**src/rtl/counter_history_display.sv**
```systemverilog
// counter_history_display
//   Records the last four distinct values of an upstream 4-bit display counter
//   and counts F->0 wrap-arounds as a two-digit BCD number.
//   Drives six 7-segment displays.
// Ports:
//   ClockIn      system clock, shared with the upstream counter
//   Reset        asynchronous active-low reset
//   CounterValue value sampled from the upstream counter every cycle
//   Freeze       holds the history and the wrap count; change tracking continues
//   ChangePulse  one-cycle pulse after a value has been recorded
//   Overflow     sticky flag, set when the wrap count rolls from 99 to 00
//   HEX0..HEX3   history digits, HEX0 newest (bit0 = seg a .. bit6 = seg g)
//   HEX4, HEX5   wrap count units and tens digits
module counter_history_display #(
  parameter bit BLANK_EMPTY    = 1'b1,
  parameter bit SEG_ACTIVE_LOW = 1'b1
) (
  input  logic       ClockIn,
  input  logic       Reset,
  input  logic [3:0] CounterValue,
  input  logic       Freeze,
  output logic       ChangePulse,
  output logic       Overflow,
  output logic [6:0] HEX0,
  output logic [6:0] HEX1,
  output logic [6:0] HEX2,
  output logic [6:0] HEX3,
  output logic [6:0] HEX4,
  output logic [6:0] HEX5
);

  // Returns the active-low glyph for one hex digit.
  function automatic logic [6:0] glyph(input logic [3:0] d);
    logic [6:0] g;
    case (d)
      4'h0:    g = 7'h40;
      4'h1:    g = 7'h79;
      4'h2:    g = 7'h24;
      4'h3:    g = 7'h30;
      4'h4:    g = 7'h19;
      4'h5:    g = 7'h12;
      4'h6:    g = 7'h02;
      4'h7:    g = 7'h78;
      4'h8:    g = 7'h00;
      4'h9:    g = 7'h10;
      4'hA:    g = 7'h08;
      4'hB:    g = 7'h03;
      4'hC:    g = 7'h46;
      4'hD:    g = 7'h21;
      4'hE:    g = 7'h06;
      4'hF:    g = 7'h0E;
      default: g = 7'h7F;
    endcase
    return g;
  endfunction

  // Converts an active-low segment pattern to the configured output polarity.
  function automatic logic [6:0] polarity(input logic [6:0] seg_low);
    return SEG_ACTIVE_LOW ? seg_low : ~seg_low;
  endfunction

  // Active-low pattern for one history slot, honouring the empty-slot style.
  function automatic logic [6:0] hist_seg(input logic v, input logic [3:0] d);
    logic [6:0] g;
    if (v) begin
      g = glyph(d);
    end else if (BLANK_EMPTY) begin
      g = 7'h7F;
    end else begin
      g = glyph(4'h0);
    end
    return g;
  endfunction

  logic [3:0] prev_value;
  logic [3:0] hist [4];
  logic [3:0] valid;
  logic [3:0] units;
  logic [3:0] tens;

  logic       change;
  logic       record;
  logic       wrap;
  logic [3:0] units_next;
  logic [3:0] tens_next;
  logic       overflow_next;

  // Change detection and BCD increment of the wrap count.
  always_comb begin
    change        = (CounterValue != prev_value);
    record        = change && !Freeze;
    // Only a genuine F->0 step counts; any other jump is history only.
    wrap          = record && (prev_value == 4'hF) && (CounterValue == 4'h0);
    units_next    = units;
    tens_next     = tens;
    overflow_next = Overflow;
    if (wrap) begin
      if (units == 4'd9) begin
        units_next = 4'd0;
        if (tens == 4'd9) begin
          tens_next     = 4'd0;
          overflow_next = 1'b1;
        end else begin
          tens_next = tens + 4'd1;
        end
      end else begin
        units_next = units + 4'd1;
      end
    end else begin
      units_next = units;
    end
  end

  // State registers: previous sample, history shift chain, wrap count, flags.
  always_ff @(posedge ClockIn or negedge Reset) begin
    if (!Reset) begin
      prev_value  <= 4'h0;
      hist[0]     <= 4'h0;
      hist[1]     <= 4'h0;
      hist[2]     <= 4'h0;
      hist[3]     <= 4'h0;
      valid       <= 4'b0000;
      units       <= 4'd0;
      tens        <= 4'd0;
      Overflow    <= 1'b0;
      ChangePulse <= 1'b0;
    end else begin
      // PrevValue tracks the input even while frozen, so a change made during
      // Freeze is never recorded after Freeze falls.
      prev_value  <= CounterValue;
      ChangePulse <= record;
      units       <= units_next;
      tens        <= tens_next;
      Overflow    <= overflow_next;
      if (record) begin
        hist[3] <= hist[2];
        hist[2] <= hist[1];
        hist[1] <= hist[0];
        hist[0] <= CounterValue;
        valid   <= {valid[2:0], 1'b1};
      end
    end
  end

  // Display decode straight from registered state.
  always_comb begin
    HEX0 = polarity(hist_seg(valid[0], hist[0]));
    HEX1 = polarity(hist_seg(valid[1], hist[1]));
    HEX2 = polarity(hist_seg(valid[2], hist[2]));
    HEX3 = polarity(hist_seg(valid[3], hist[3]));
    HEX4 = polarity(glyph(units));
    HEX5 = polarity(glyph(tens));
  end

endmodule

```
**config.mk**
```make
export PLATFORM = sky130hd
export DESIGN_NAME = counter_history_display
export DESIGN_NICKNAME = d
export VERILOG_FILES = /design/src/rtl/counter_history_display.sv
export SDC_FILE = /design/constraint.sdc
export NUM_CORES = 1
export LEC_CHECK = 0
export ABC_AREA = 0
export BUFFER_PORTS_ARGS = -buffer_cell sky130_fd_sc_hd__buf_2
export CORE_UTILIZATION = 50
export CTS_CLUSTER_SIZE = 10
export DETAILED_ROUTE_END_ITERATION = 8
export GPL_TIMING_DRIVEN = 0
export PLACE_DENSITY = 0.82
export SLEW_MARGIN = 5
export SYNTH_ARGS = -nofsm -noshare
export SYNTH_HDL_FRONTEND = slang
export SYNTH_SLANG_ARGS = --single-unit
```
**constraint.sdc**
```tcl
create_clock -name ClockIn -period 3 [get_ports ClockIn]
set_clock_uncertainty 0.15 [all_clocks]
set_input_delay 0.3 -clock ClockIn [delete_from_list [all_inputs] [get_ports ClockIn]]
set_output_delay 0.3 -clock ClockIn [all_outputs]
set_load 0.02 [all_outputs]
```
==> results.yml <==
timing:
  holdWs_ns: 0.0252
  tightest_slew_ns: 0.734
  setup_viol_count_final: 0
  fin_ws_ns: 0.543
  rsz0062_at_grt: "no"
  max_freq_ghz: 0.407
  finalSetupTns_ns: 0
  slew_viol_final: 0
  finalCriticalPeriod_ns: 2.46
  min_period_over_period_pct: 81.9
  slew_headroom_pct: 51.1
  hold_violations: 0
worst_setup_path:
  crit_type: "reg -> out"
  cp-end-kind: "output pin"
  crit_path_start_kind: "register"
  crit_fanout: 7
  crit_chain: "inv_1 > ha_1 > nor2b_1 > or3b_2 > o21ai_0 > buf_2"
  critPathSlowestCell: "dfrtp_1"
  required_ns: 2.55
  slowest_delay_ns: 0.46
  worstPathArrival_ns: 2.01
power_and_ir_drop:
  ir_worst_vdd_mv: 0.443
  total_power_w: 0.00205
  total_leakage_power_nw: 1.64
  powerDensity_mw_per_mm2: 604
logic_synthesis:
  synth.distinct_cells: 47
  ys_seq_area_share_pct: 29.1
  yosysWarnings: 0
  syn_inst: 323
  ys_seq_elements: 34
  synth_area_mm2: 0.00293
  syn_avg_cell_area_um2: 9.06
  synthesis.nets: 366
die:
  dieArea_mm2: 0.00616
  rows: 27
  die_w_um: 78.5
  io_pins: 51
  start_util_pct: 52.5
  die_h_um: 78.5
  core_area_mm2: 0.00557
clock_tree:
  clk_pin_slew_ns: 0.07
  clock-root-buffer: "clkbuf_8"
  cts_resized: 0
  cts.sinks: 34
  clk_latency_ns: 0.28
  numCtsBuffers: 5
  ctsHtreeMaxLevel: 2
  cts_max_path_buffers: 2
  tritoncts: "built"
placed_design:
  gp_congestion: 0.866
  io_buffers: 50
  place_hpwl_um: 4500
  dp_slack_ns: 0.846
finish:
  drive_gt1_share_pct: 19.7
  diodes: 0
  fill_cells: 484
  final_nets: 424
  area_growth_pct: 15.8
  mostFrequentLayoutCells: "buf_2, ha_1, dfrtp_1, nor2_1, inv_1"
  final_common_cell: "buf_2"
drt:
  drt_first_pass_iters: 4
  vias: 2549
  drtIter0Drc: 132
  wire_per_inst_um: 13.7
  viasPerCell: 5.63
  drt_wl_total_um: 6220
  ant_nets: 0
  drc: 0
status:
  status: "finished, final reports clean"
grt:
  grt_remaining_overflow: 0
  grt_pass1_vias: 2379
  antenna_found_initial: 0
  grt_start_max_net_pins: 35
  grtUsageTotal_pct: 21.9
  grt_pass1_wl_um: 11000
hold_path:
  hold_class: "in -> reg"
job:
  drv_cap: 0
-- synthesized netlist by cell type (all sizes together) --
cell,instances,share of area [%]
a21bo,1,0.34
a21boi,8,2.1
a21oi,5,0.85
a22o,1,0.30
a22oi,2,0.51
a31o,1,0.30
a31oi,5,1.1
a32o,1,0.34
and2,1,0.21
and3,2,0.43
and3b,1,0.30
and4bb,2,0.85
buf,8,1.8
clkbuf,12,1.5
dfrtp,34,29
ha,36,15
inv,23,2.9
mux2,12,4.7
mux2i,18,6.2
mux4,2,1.7
nand2,21,2.8
nand2b,16,3.4
nand3,9,1.5
nand3b,4,1.0
nor2,28,3.6
nor2b,10,2.1
nor4,1,0.21
nor4bb,1,0.34
o2111a,1,0.38
o211ai,15,3.8
o21a,2,0.51
o21ai,18,3.1
o21bai,1,0.26
o221ai,2,0.60
o22ai,2,0.43
o311ai,13,3.9
o31a,1,0.30
o31ai,1,0.26
or2,1,0.21
or3b,1,0.30
-- cells by family (layout without fill, tap and decap cells) --
| group | count (synthesis) | count (layout) | share of synthesized area, % |
|---|---|---|---|
| simple gates | 98 | 98 | 17.4 |
| compound gates | 80 | 80 | 19.3 |
| buf+inv | 43 | 101 | 6.28 |
| fa+ha+maj | 36 | 36 | 15.4 |
| flops | 34 | 34 | 29.1 |
| mux | 32 | 32 | 12.6 |
-- per-stage QoR --
stage | std cells | cell area [um2] | utilization (%)
2_1_floorplan | 323 | 2930 | -
3_3_place_gp | 445 | 3270 | 58.6
3_5_place_dp | 445 | 3270 | 58.6
4_1_cts | 453 | 3390 | 60.8
5_1_grt | 453 | 3390 | 60.8
6_report | 453 | 3390 | 60.8
-- per-layer routing --
metal	track usage (%)	wire, um
met1	30.6	3110
met2	35.1	2850
met3	3.14	183
met4	6.30	71
met5	0	0
-- final cells by class --
cell class / count / area, um2 / share of cell area [%]
clock buffer: 6 / 82.6 / 2.44
tap: 72 / 90.1 / 2.66
timing repair buffer: 51 / 260 / 7.68
buffer: 20 / 97.6 / 2.88
sequential: 34 / 851 / 25.1
clock inverter: 1 / 30.0 / 0.886
multi-input combinational: 246 / 1890 / 55.8
inverter: 23 / 86.3 / 2.55
-- repair_timing --
item / in CTS / in global routing
endpoints found under the setup margin: 0 / 0
setup buffers: 0 / 0
hold endpoints to repair: 34 / 0
hold buffers: 1 / 0
-- flip-flops by register name, indices dropped and copies added, names as in the netlist --
signal and cells:
hist 16, prev_value 4, tens 4, units 4, valid 4, ChangePulse 1, Overflow 1
-- final timing paths --
kind	startpoint	end	slack [ns]	cells after the start
max in group asynchronous	Reset	hist[4]	1.77	2
worst min-delay path	CounterValue[1]	prev_value[1]	0.03	1
min in group asynchronous	Reset	tens[1]	0.46	2
worst min register to register	Overflow	Overflow	0.33	1
worst max register to register	units[1]	tens[2]	0.81	7
worst max-delay path	tens[1]	HEX5[0]	0.54	6
-- worst max-delay path, delay by kind of cell, from the launching register on --
kind | cells | cell delay [ns]
compound gates | 1 | 0.08
fa+ha+maj | 1 | 0.30
buf+inv | 2 | 0.33
flops | 1 | 0.46
simple gates | 2 | 0.56
-- where the power goes --
part | internal [W] | switching, W
logic | 0.000381 | 0.000641
clock network | 0.000266 | 0.000160
registers | 0.000518 | 0.0000816
Note: power is estimated with default switching activity, not from simulation.
